File: src/rtl/rab_mh_fifo_if.sv
// rab_mh_fifo_if: handshake/status bundle between a miss-handling FIFO and
// its user. The master side pushes/pops; the slave side is the FIFO itself.
interface rab_mh_fifo_if #(
  parameter int DATA_WIDTH = 20,
  parameter int CNT_WIDTH  = 6
);
  logic [DATA_WIDTH-1:0] din;
  logic                  wr_en;
  logic                  rd_en;
  logic [DATA_WIDTH-1:0] dout;
  logic                  full;
  logic                  empty;
  logic [CNT_WIDTH-1:0]  count;
  logic                  overflow;
  logic                  underflow;

  modport master (
    output din, wr_en, rd_en,
    input  dout, full, empty, count, overflow, underflow
  );

  modport slave (
    input  din, wr_en, rd_en,
    output dout, full, empty, count, overflow, underflow
  );
endinterface

File: src/rtl/rab_mh_fifo.sv
// rab_mh_fifo: synchronous first-word-fall-through FIFO for RAB miss-handling
// records. Storage is a synchronous-read array (block RAM friendly); the read
// register dout_q is also the FWFT output stage, flagged valid by dv.
// Optional status outputs (count/overflow/underflow) are built only when the
// macro RAB_MH_FIFO_STATUS_EN is defined; otherwise they are tied to 0.
module rab_mh_fifo #(
  parameter int DATA_WIDTH = 20,
  parameter int DEPTH      = 32
) (
  input  logic          clk,
  input  logic          rst,
  rab_mh_fifo_if.slave  bus
);

  localparam int ADDR_W    = $clog2(DEPTH);
  localparam int CNT_WIDTH = ADDR_W + 1;

  logic [DATA_WIDTH-1:0] mem [DEPTH];
  logic [CNT_WIDTH-1:0]  wr_ptr;
  logic [CNT_WIDTH-1:0]  rd_ptr;
  logic [CNT_WIDTH-1:0]  occ;
  logic [CNT_WIDTH-1:0]  fetch_ptr;
  logic [DATA_WIDTH-1:0] dout_q;
  logic                  dv;
  logic                  full_w;
  logic                  push;
  logic                  pop;
  logic                  refill;

  // Occupancy counts the head word held in dout_q; the next entry to fetch
  // sits one past the head when the head is valid. Comparing against the
  // registered wr_ptr means a word written this edge is not fetched this edge.
  always_comb begin
    occ       = wr_ptr - rd_ptr;
    full_w    = (occ == CNT_WIDTH'(DEPTH));
    push      = bus.wr_en & ~full_w;
    pop       = bus.rd_en & dv;
    fetch_ptr = rd_ptr + {{ADDR_W{1'b0}}, dv};
    refill    = (~dv | pop) & (fetch_ptr != wr_ptr);
  end

  // Pointer and head-valid control
  always_ff @(posedge clk) begin
    if (rst) begin
      wr_ptr <= '0;
      rd_ptr <= '0;
      dv     <= 1'b0;
    end else begin
      if (push) wr_ptr <= wr_ptr + CNT_WIDTH'(1);
      if (pop)  rd_ptr <= rd_ptr + CNT_WIDTH'(1);
      if (refill)   dv <= 1'b1;
      else if (pop) dv <= 1'b0;
    end
  end

  // Storage write port; contents are not reset
  always_ff @(posedge clk) begin
    if (push) mem[wr_ptr[ADDR_W-1:0]] <= bus.din;
  end

  // Synchronous read into the FWFT output register
  always_ff @(posedge clk) begin
    if (rst)         dout_q <= '0;
    else if (refill) dout_q <= mem[fetch_ptr[ADDR_W-1:0]];
  end

  assign bus.dout  = dout_q;
  assign bus.empty = ~dv;
  assign bus.full  = full_w;

`ifdef RAB_MH_FIFO_STATUS_EN
  logic ovf_q;
  logic unf_q;

  // Sticky error flags, cleared only by reset
  always_ff @(posedge clk) begin
    if (rst) begin
      ovf_q <= 1'b0;
      unf_q <= 1'b0;
    end else begin
      if (bus.wr_en & full_w) ovf_q <= 1'b1;
      if (bus.rd_en & ~dv)    unf_q <= 1'b1;
    end
  end

  assign bus.count     = occ;
  assign bus.overflow  = ovf_q;
  assign bus.underflow = unf_q;
`else
  assign bus.count     = '0;
  assign bus.overflow  = 1'b0;
  assign bus.underflow = 1'b0;
`endif

endmodule

File: src/flat_wrapper.sv
// flat-port wrapper written by rule: the top's interface ports become plain ports
module rab_mh_fifo_flat 
#(
  parameter int DATA_WIDTH = 20,
  parameter int DEPTH      = 32
)
  (clk, rst, bus_din, bus_wr_en, bus_rd_en, bus_dout, bus_full, bus_empty, bus_count, bus_overflow, bus_underflow);
  rab_mh_fifo_if #(.DATA_WIDTH(DATA_WIDTH)) bus_i ();
  input  logic clk;
  input  logic rst;
  input wire logic [$bits(bus_i.din)-1:0] bus_din;
  input wire logic [$bits(bus_i.wr_en)-1:0] bus_wr_en;
  input wire logic [$bits(bus_i.rd_en)-1:0] bus_rd_en;
  output wire logic [$bits(bus_i.dout)-1:0] bus_dout;
  output wire logic [$bits(bus_i.full)-1:0] bus_full;
  output wire logic [$bits(bus_i.empty)-1:0] bus_empty;
  output wire logic [$bits(bus_i.count)-1:0] bus_count;
  output wire logic [$bits(bus_i.overflow)-1:0] bus_overflow;
  output wire logic [$bits(bus_i.underflow)-1:0] bus_underflow;
  assign bus_i.din = bus_din;
  assign bus_i.wr_en = bus_wr_en;
  assign bus_i.rd_en = bus_rd_en;
  assign bus_dout = bus_i.dout;
  assign bus_full = bus_i.full;
  assign bus_empty = bus_i.empty;
  assign bus_count = bus_i.count;
  assign bus_overflow = bus_i.overflow;
  assign bus_underflow = bus_i.underflow;
  rab_mh_fifo #(.DATA_WIDTH(DATA_WIDTH), .DEPTH(DEPTH)) u_core (.clk(clk), .rst(rst), .bus(bus_i));
endmodule
File: config.mk
export PLATFORM = sky130hd
export DESIGN_NAME = rab_mh_fifo_flat
export DESIGN_NICKNAME = d
export VERILOG_FILES = /design/src/rtl/rab_mh_fifo_if.sv /design/src/rtl/rab_mh_fifo.sv /design/src/flat_wrapper.sv
export SDC_FILE = /design/constraint.sdc
export NUM_CORES = 1
export LEC_CHECK = 0
export CAP_MARGIN = 5
export CORE_AREA = 5 5 248 250
export DETAILED_ROUTE_END_ITERATION = 10
export DIE_AREA = 0 0 253 255
export PLACE_DENSITY_LB_ADDON = 0.12
export SLEW_MARGIN = 5
export SYNTH_ARGS = -nofsm -noshare
export SYNTH_HDL_FRONTEND = slang
export SYNTH_SLANG_ARGS = --single-unit
File: constraint.sdc
create_clock -name clk -period 3.8 [get_ports clk]
set_input_delay 0.38 -clock clk [delete_from_list [all_inputs] [get_ports clk]]
set_output_delay 0.38 -clock clk [all_outputs]
set_load 0.1 [all_outputs]
==> results.yml, run 1 <==
outcome:
  status: "finished clean"
die:
  die_h_um: 255
  io-pin-count: 54
  die_area_um2: 64500
  core-area_um2: 58800
  initial_core_util_pct: 44.5
  rows: 89
  die_w_um: 253
flow_run:
  cap_violations: 0
clock_network:
  cts_tree: "done"
  cts-buffers-inserted: 70
  clkLatencyLatePin_ps: 600
  holdBufCountCts: 0
  clock-sinks: 673
  cts.clk_slew.worst_paths_ps: 60
  cts_max_path_buffers: 3
  root_buffer: "clkbuf_16"
  htreeDepth: 3
synthesis:
  async_flop_share_pct: 0
  ys.flop_type: "edfxtp_1"
  synth_compound_area_share_pct: 1.72
  synth_cell_types: 51
  synth-simple-area-share_pct: 2.41
  synth_top_family_by_area: "multiplexers"
  avgSynthCellArea_um2: 21.9
  synthMuxAreaShare_pct: 17.4
  synth_xor_area_share_pct: 0.502
  yosys_warnings: 0
  syn_inst: 1193
  yosysSeqAreaShare_pct: 75.9
  synth-edff-count: 640
  synth_seq_cells: 673
  netlist_area_um2: 26200
  synth_adder_area_share_pct: 0.574
critical_path:
  reg2reg_to: "u_core.mem[13][13]$_DFFE_PP_"
  crit_path_top_delay_cell: "dfxtp_1"
  cp-end-kind: "output port"
  regToRegStartpoint: "u_core.wr_ptr[4]$_SDFFE_PP0P_"
  crit_required_ps: 3420
  start_kind: "register"
  worstPathMaxFanout: 15
  r2r_cells: 9
  critPathLaunch: "u_core.wr_ptr[2]$_SDFFE_PP0P_"
  cp_top_family: "simple AND/OR/NAND/NOR gates"
  path_class: "reg2out"
  path_cells: "ha_1 -> o221a_1 -> o32a_2 -> and2_0 -> nor2_1 -> buf_12"
  crit_buf_inv: 1
  slowest_delay_ps: 670
  reg2reg_setup_slack_ps: 610
  worstPathArrival_ps: 3090
power:
  ir_worst_vdd_mv: 0.700
  power.clock.fraction_pct: 32.8
  p_sw_mw: 5.99
  sw_frac_of_total_pct: 29.0
  p_int_mw: 14.6
  combPwrFrac_pct: 26.3
  p_leak_nw: 9.58
  p_seq_share_pct: 40.9
  power.density_nw_per_um2: 674
place:
  gp_congestion: 0.785
  port_buffers: 45
  dpl.hpwl_mm: 40.2
sta:
  timing.hold.ws_ps: 403
  max_freq_mhz: 288
  finalSetupViolations: 0
  setup_tns_ps: 0
  hold_violations: 0
  slew_viol_final: 0
  max_slew.worst_pin.slew_ps: 992
  slew_headroom_pct: 33.7
  skew_ps: 16.8
  rsz0062_at_grt: "no"
  fin_crit_ps: 3470
  final.period_utilization_pct: 91.3
global_route:
  grt_max_degree: 49
  grt_pass1_wl_mm: 91.7
  grt_pass1_vias: 12500
  grt-ovfl-total: 0
  grt_antenna_before_repair: 0
  gr-usage-all-layers_pct: 20.0
route:
  wl_per_cell_um: 29.7
  drtPass1Iterations: 5
  num_vias: 12400
  highest_layer: "met4"
  wl_met3_mm: 3.75
  drt-total-wl_mm: 64.0
  postRouteAntennaNets: 0
  drtIter0Drc: 1147
  vias_per_cell: 5.76
  wl_met1_mm: 29.6
  wl_met2_mm: 29.1
  drc: 0
finish:
  area_growth_pct: 16.8
  mostFrequentLayoutCells: "edfxtp_1, mux4_2, clkbuf_16"
  drive_gt1_share_pct: 33.5
  final_common_cell: "edfxtp_1"
  nFillCells: 4620
  fin_nets: 1370
  antenna-diode-count: 0
worst_hold_path:
  whs_endpoint: "u_core.mem[15][5]$_DFFE_PP_"
  worst_hold_path_type: "in2reg"
  min_from: "bus_din[5]"
  hold_depth: 1
-- worst reg2reg max path, delay by kind of cell, from the launching register on --
kind	cells	cell delay [ps]
AO/OA/AOI/OAI	3	530
adder cells (fa/ha/maj)	1	400
buffers and inverters	2	530
flip-flops	1	690
AND/OR/NAND/NOR	3	680
-- how the worst max path moves through the flow --
stage                                   end  slack, ps  cells after the start
2_1_floorplan   u_core.mem[30][0]$_DFFE_PP_        290                      9
3_3_place_gp   u_core.mem[13][13]$_DFFE_PP_        610                     10
3_5_place_dp    u_core.mem[26][1]$_DFFE_PP_        550                     10
4_1_cts                            bus_full        100                      9
5_1_grt                            bus_full        130                      7
6_report                           bus_full        330                      6
-- synth_stat cells (all sizes together), types with 2 or more instances --
| library cell | count | share of area [%] |
|---|---|---|
| or3 | 4 | 0.096 |
| and2 | 2 | 0.048 |
| or3b | 2 | 0.067 |
| nor2 | 56 | 0.80 |
| mux2 | 3 | 0.14 |
| nor2b | 4 | 0.096 |
| a21oi | 15 | 0.29 |
| a311oi | 19 | 0.64 |
| o21ai | 5 | 0.096 |
| o211ai | 6 | 0.23 |
| nand2 | 52 | 0.75 |
| ha | 12 | 0.57 |
| nand3 | 10 | 0.19 |
| nor3 | 6 | 0.11 |
| xor2 | 5 | 0.17 |
| buf | 39 | 0.81 |
| inv | 10 | 0.14 |
| edfxtp | 640 | 73 |
| nand3b | 3 | 0.086 |
| dfxtp | 33 | 2.5 |
| o31a | 3 | 0.11 |
| mux4 | 200 | 17 |
| clkbuf | 34 | 0.49 |
| a21o | 2 | 0.062 |
| or2 | 2 | 0.048 |
| xnor2 | 10 | 0.33 |
-- sequential cells by signal (all words and copies together) (netlist names) --
register / flops
u_core.bus.dout: 20
u_core.dv: 1
u_core.mem: 640
u_core.rd_ptr: 6
u_core.wr_ptr: 6
-- layer usage --
metal,vias to the layer above,GRT usage [%]
met5,-,0
met4,0,5.98
met3,85,3.32
met2,384,29.6
met1,6723,31.0
li1,5256,-
-- final cells by class --
| type | count | area (um^2) | area share [%] |
|---|---|---|---|
| multi-input combinational | 443 | 6110 | 20.0 |
| tap | 773 | 967 | 3.16 |
| sequential | 673 | 19900 | 65.0 |
| clock buffer | 81 | 1880 | 6.14 |
| inverter | 11 | 41.3 | 0.135 |
| timing repair buffer | 135 | 1290 | 4.22 |
| clock inverter | 44 | 398 | 1.30 |
-- power groups by stage --
stage / clock (mW) / combinational (mW) / sequential, mW
final: 6.76 / 5.42 / 8.44
after global routing: 7.22 / 5.71 / 8.45
after CTS: 6.92 / 5.51 / 8.44
after detailed placement: 0 / 5.50 / 8.59
after global placement: 0 / 5.48 / 8.59
after floorplan: 0 / 3.08 / 9.08
-- cells by family (layout without fill, tap and decap cells) --
group,after synthesis,count (layout)
muxes,204,204
xor gates and xnor gates,15,15
and+or+nand+nor,145,145
DFF,673,673
AOI/OAI and AO/OA,59,59
adders and majority gates,12,12
other,1,8
buffers and inverters,84,271
-- metrics by stage --
| stage | cell area (um^2) | power (mW) | setup WS, ps | util, % | std cells |
|---|---|---|---|---|---|
| global route | 30600 | 21.4 | 127 | 52.0 | 2160 |
| CTS | 30600 | 20.9 | 98.2 | 52.0 | 2160 |
| finish | 30600 | 20.6 | 332 | 52.0 | 2160 |
| global placement | 28300 | 14.1 | 608 | 48.1 | 2035 |
| floorplan | 26200 | 12.2 | 286 | - | 1200 |
| detailed placement | 28300 | 14.1 | 547 | 48.1 | 2035 |
-- what timing repair did --
action | 4_1_cts | 5_1_grt
resized for setup | 0 | 2
setup endpoints to repair | 0 | 1
setup buffers | 0 | 0
Note: power is estimated with default switching activity, not from simulation.
==> inputs of run 2 (changes only) <==
--- a/config.mk
+++ b/config.mk
@@ -7,6 +7,7 @@
 export LEC_CHECK = 0
 export CAP_MARGIN = 5
 export CORE_AREA = 5 5 248 250
+export CTS_CLUSTER_SIZE = 40
 export DETAILED_ROUTE_END_ITERATION = 10
 export DIE_AREA = 0 0 253 255
 export PLACE_DENSITY_LB_ADDON = 0.12
==> constraint.sdc (replaced) <==
create_clock -name clk -period 3.66 [get_ports clk]
set_input_delay 0.366 -clock clk [delete_from_list [all_inputs] [get_ports clk]]
set_output_delay 0.366 -clock clk [all_outputs]
set_load 0.1 [all_outputs]
==> results.yml, run 2 (synthesis results as in run 1) <==
outcome:
  status: "finished clean"
place:
  place_area_um2: 28100
  gp_congestion: 0.794
  placedCellCount: 2030
  dpl.hpwl_mm: 40.0
  port_buffers: 45
clock_network:
  postCtsSetupBuffers: 0
  cts.clk_slew.worst_paths_ps: 60
  cts-buffers-inserted: 69
  cts_resized: 1
  clkLatencyLatePin_ps: 590
  holdBufCountCts: 0
  cts_max_path_buffers: 3
  root_buffer: "clkbuf_16"
  htreeDepth: 3
  clock-sinks: 673
  cts_tree: "done"
finish:
  fin_area_um2: 30400
  multi_input_area_um2: 6110
  drive_gt1_share_pct: 32.5
  fin_nets: 1364
  layout.cells.non_filler: 2152
  final_common_cell: "edfxtp_1"
  fin_util_pct: 51.7
  largest_reg_flops: 640
  register_area_um2: 19900
  mostFrequentLayoutCells: "edfxtp_1, mux4_2, buf_4"
  area_growth_pct: 16.2
  nFillCells: 4611
critical_path:
  path_cells: "inv_1 -> ha_1 -> or2_1 -> o221a_1 -> o32a_2 -> and2_0 -> nor2_1 -> buf_12"
  path_class: "reg2out"
  worstPathArrival_ps: 3050
  crit_path_top_delay_cell: "dfxtp_2"
  worstPathMaxFanout: 8
  crit_required_ps: 3290
  start_kind: "register"
  slowest_delay_ps: 440
  cp-end-kind: "output port"
route:
  drc: 0
  drt-total-wl_mm: 63.8
  vias_per_cell: 5.74
  drtPass1Iterations: 5
  postRouteAntennaNets: 0
  num_vias: 12400
  wl_per_cell_um: 29.6
  drtIter0Drc: 1260
power:
  ir_worst_vdd_mv: 0.528
  power.clock.fraction_pct: 33.0
  sw_frac_of_total_pct: 28.8
  combPwrFrac_pct: 25.7
  p_seq_share_pct: 41.2
  p_int_mw: 15.2
  p_leak_nw: 9.51
  p_sw_mw: 6.13
  finalPower_mw: 21.3
  power.density_nw_per_um2: 700
sta:
  max_freq_mhz: 293
  final.period_utilization_pct: 93.3
  fin_crit_ps: 3410
  skew_ps: 17.6
  rsz0062_at_grt: "no"
  setup_tns_ps: 0
  max_slew.worst_pin.slew_ps: 1070
  slew_headroom_pct: 28.2
  slew_viol_final: 0
  finalSetupViolations: 0
  hold_violations: 0
global_route:
  gr-usage-all-layers_pct: 20.0
  grt_pass1_vias: 12500
  grt-ovfl-total: 0
  grt_pass1_wl_mm: 91.8
  grt_max_degree: 52
  grt_antenna_before_repair: 5
flow_run:
  cap_violations: 0
worst_hold_path:
  worst_hold_path_type: "in2reg"
die:
  die_w_um: 253
  die_h_um: 255
  io-pin-count: 54
  core-area_um2: 58800
  die_area_um2: 64500
  rows: 89
  initial_core_util_pct: 44.5
[run 2: per-stage QoR]
stage,hold WS (ps),setup slack (ps)
detailed placement,511,377
floorplan,465,146
finish,377,246
CTS,363,74.4
global route,391,62.4
global placement,494,481
[run 2: final cells by class]
class | count | area share [%]
Timing Repair Buffer | 130 | 3.81
Sequential cell | 673 | 65.4
Multi-Input combinational cell | 443 | 20.1
Antenna cell | 2 | 0.0165
Inverter | 11 | 0.136
Clock buffer | 81 | 6.11
Tap cell | 773 | 3.18
Clock inverter | 39 | 1.28
[run 2: power by group through the flow]
stage          sequential [mW]  clock [mW]  combinational, mW
6_report                  8.78        7.04               5.48
4_1_cts                   8.77        7.22               5.59
5_1_grt                   8.79        7.53               5.83
2_1_floorplan             9.43           0               3.20
3_3_place_gp              8.93           0               5.56
3_5_place_dp              8.94           0               5.57
[run 2: critical path, delay by kind of cell (launching register included)]
kind	cells	cell delay, ps
and+or+nand+nor	3	930
adders and majority gates	1	250
AOI/OAI and AO/OA	2	480
buffers and inverters	2	360
DFF	1	440
[run 2: metal layers]
metal  global-route usage [%]  vias up  wire length, um  share of wire, %
li1                         -     5252                -                 -
met1                     30.8     6647            29400                46
met2                     30.1      386            29300                46
met3                     3.98       65             4220               6.6
met4                     4.49        0              919               1.4
met5                        0        -                0                 0
[run 2: final timing paths]
kind / depth (start not counted) / startpoint / endpoint / slack (ps)
worst max-delay path: 8 / u_core.rd_ptr[2]$_SDFFE_PP0P_ / bus_full / 250
worst min-delay path: 1 / bus_din[15] / u_core.mem[30][15]$_DFFE_PP_ / 380
worst max register to register: 10 / u_core.rd_ptr[2]$_SDFFE_PP0P_ / u_core.mem[2][18]$_DFFE_PP_ / 490
worst min register to register: 2 / u_core.bus.dout[3]$_SDFFE_PP0P_ / u_core.bus.dout[3]$_SDFFE_PP0P_ / 520
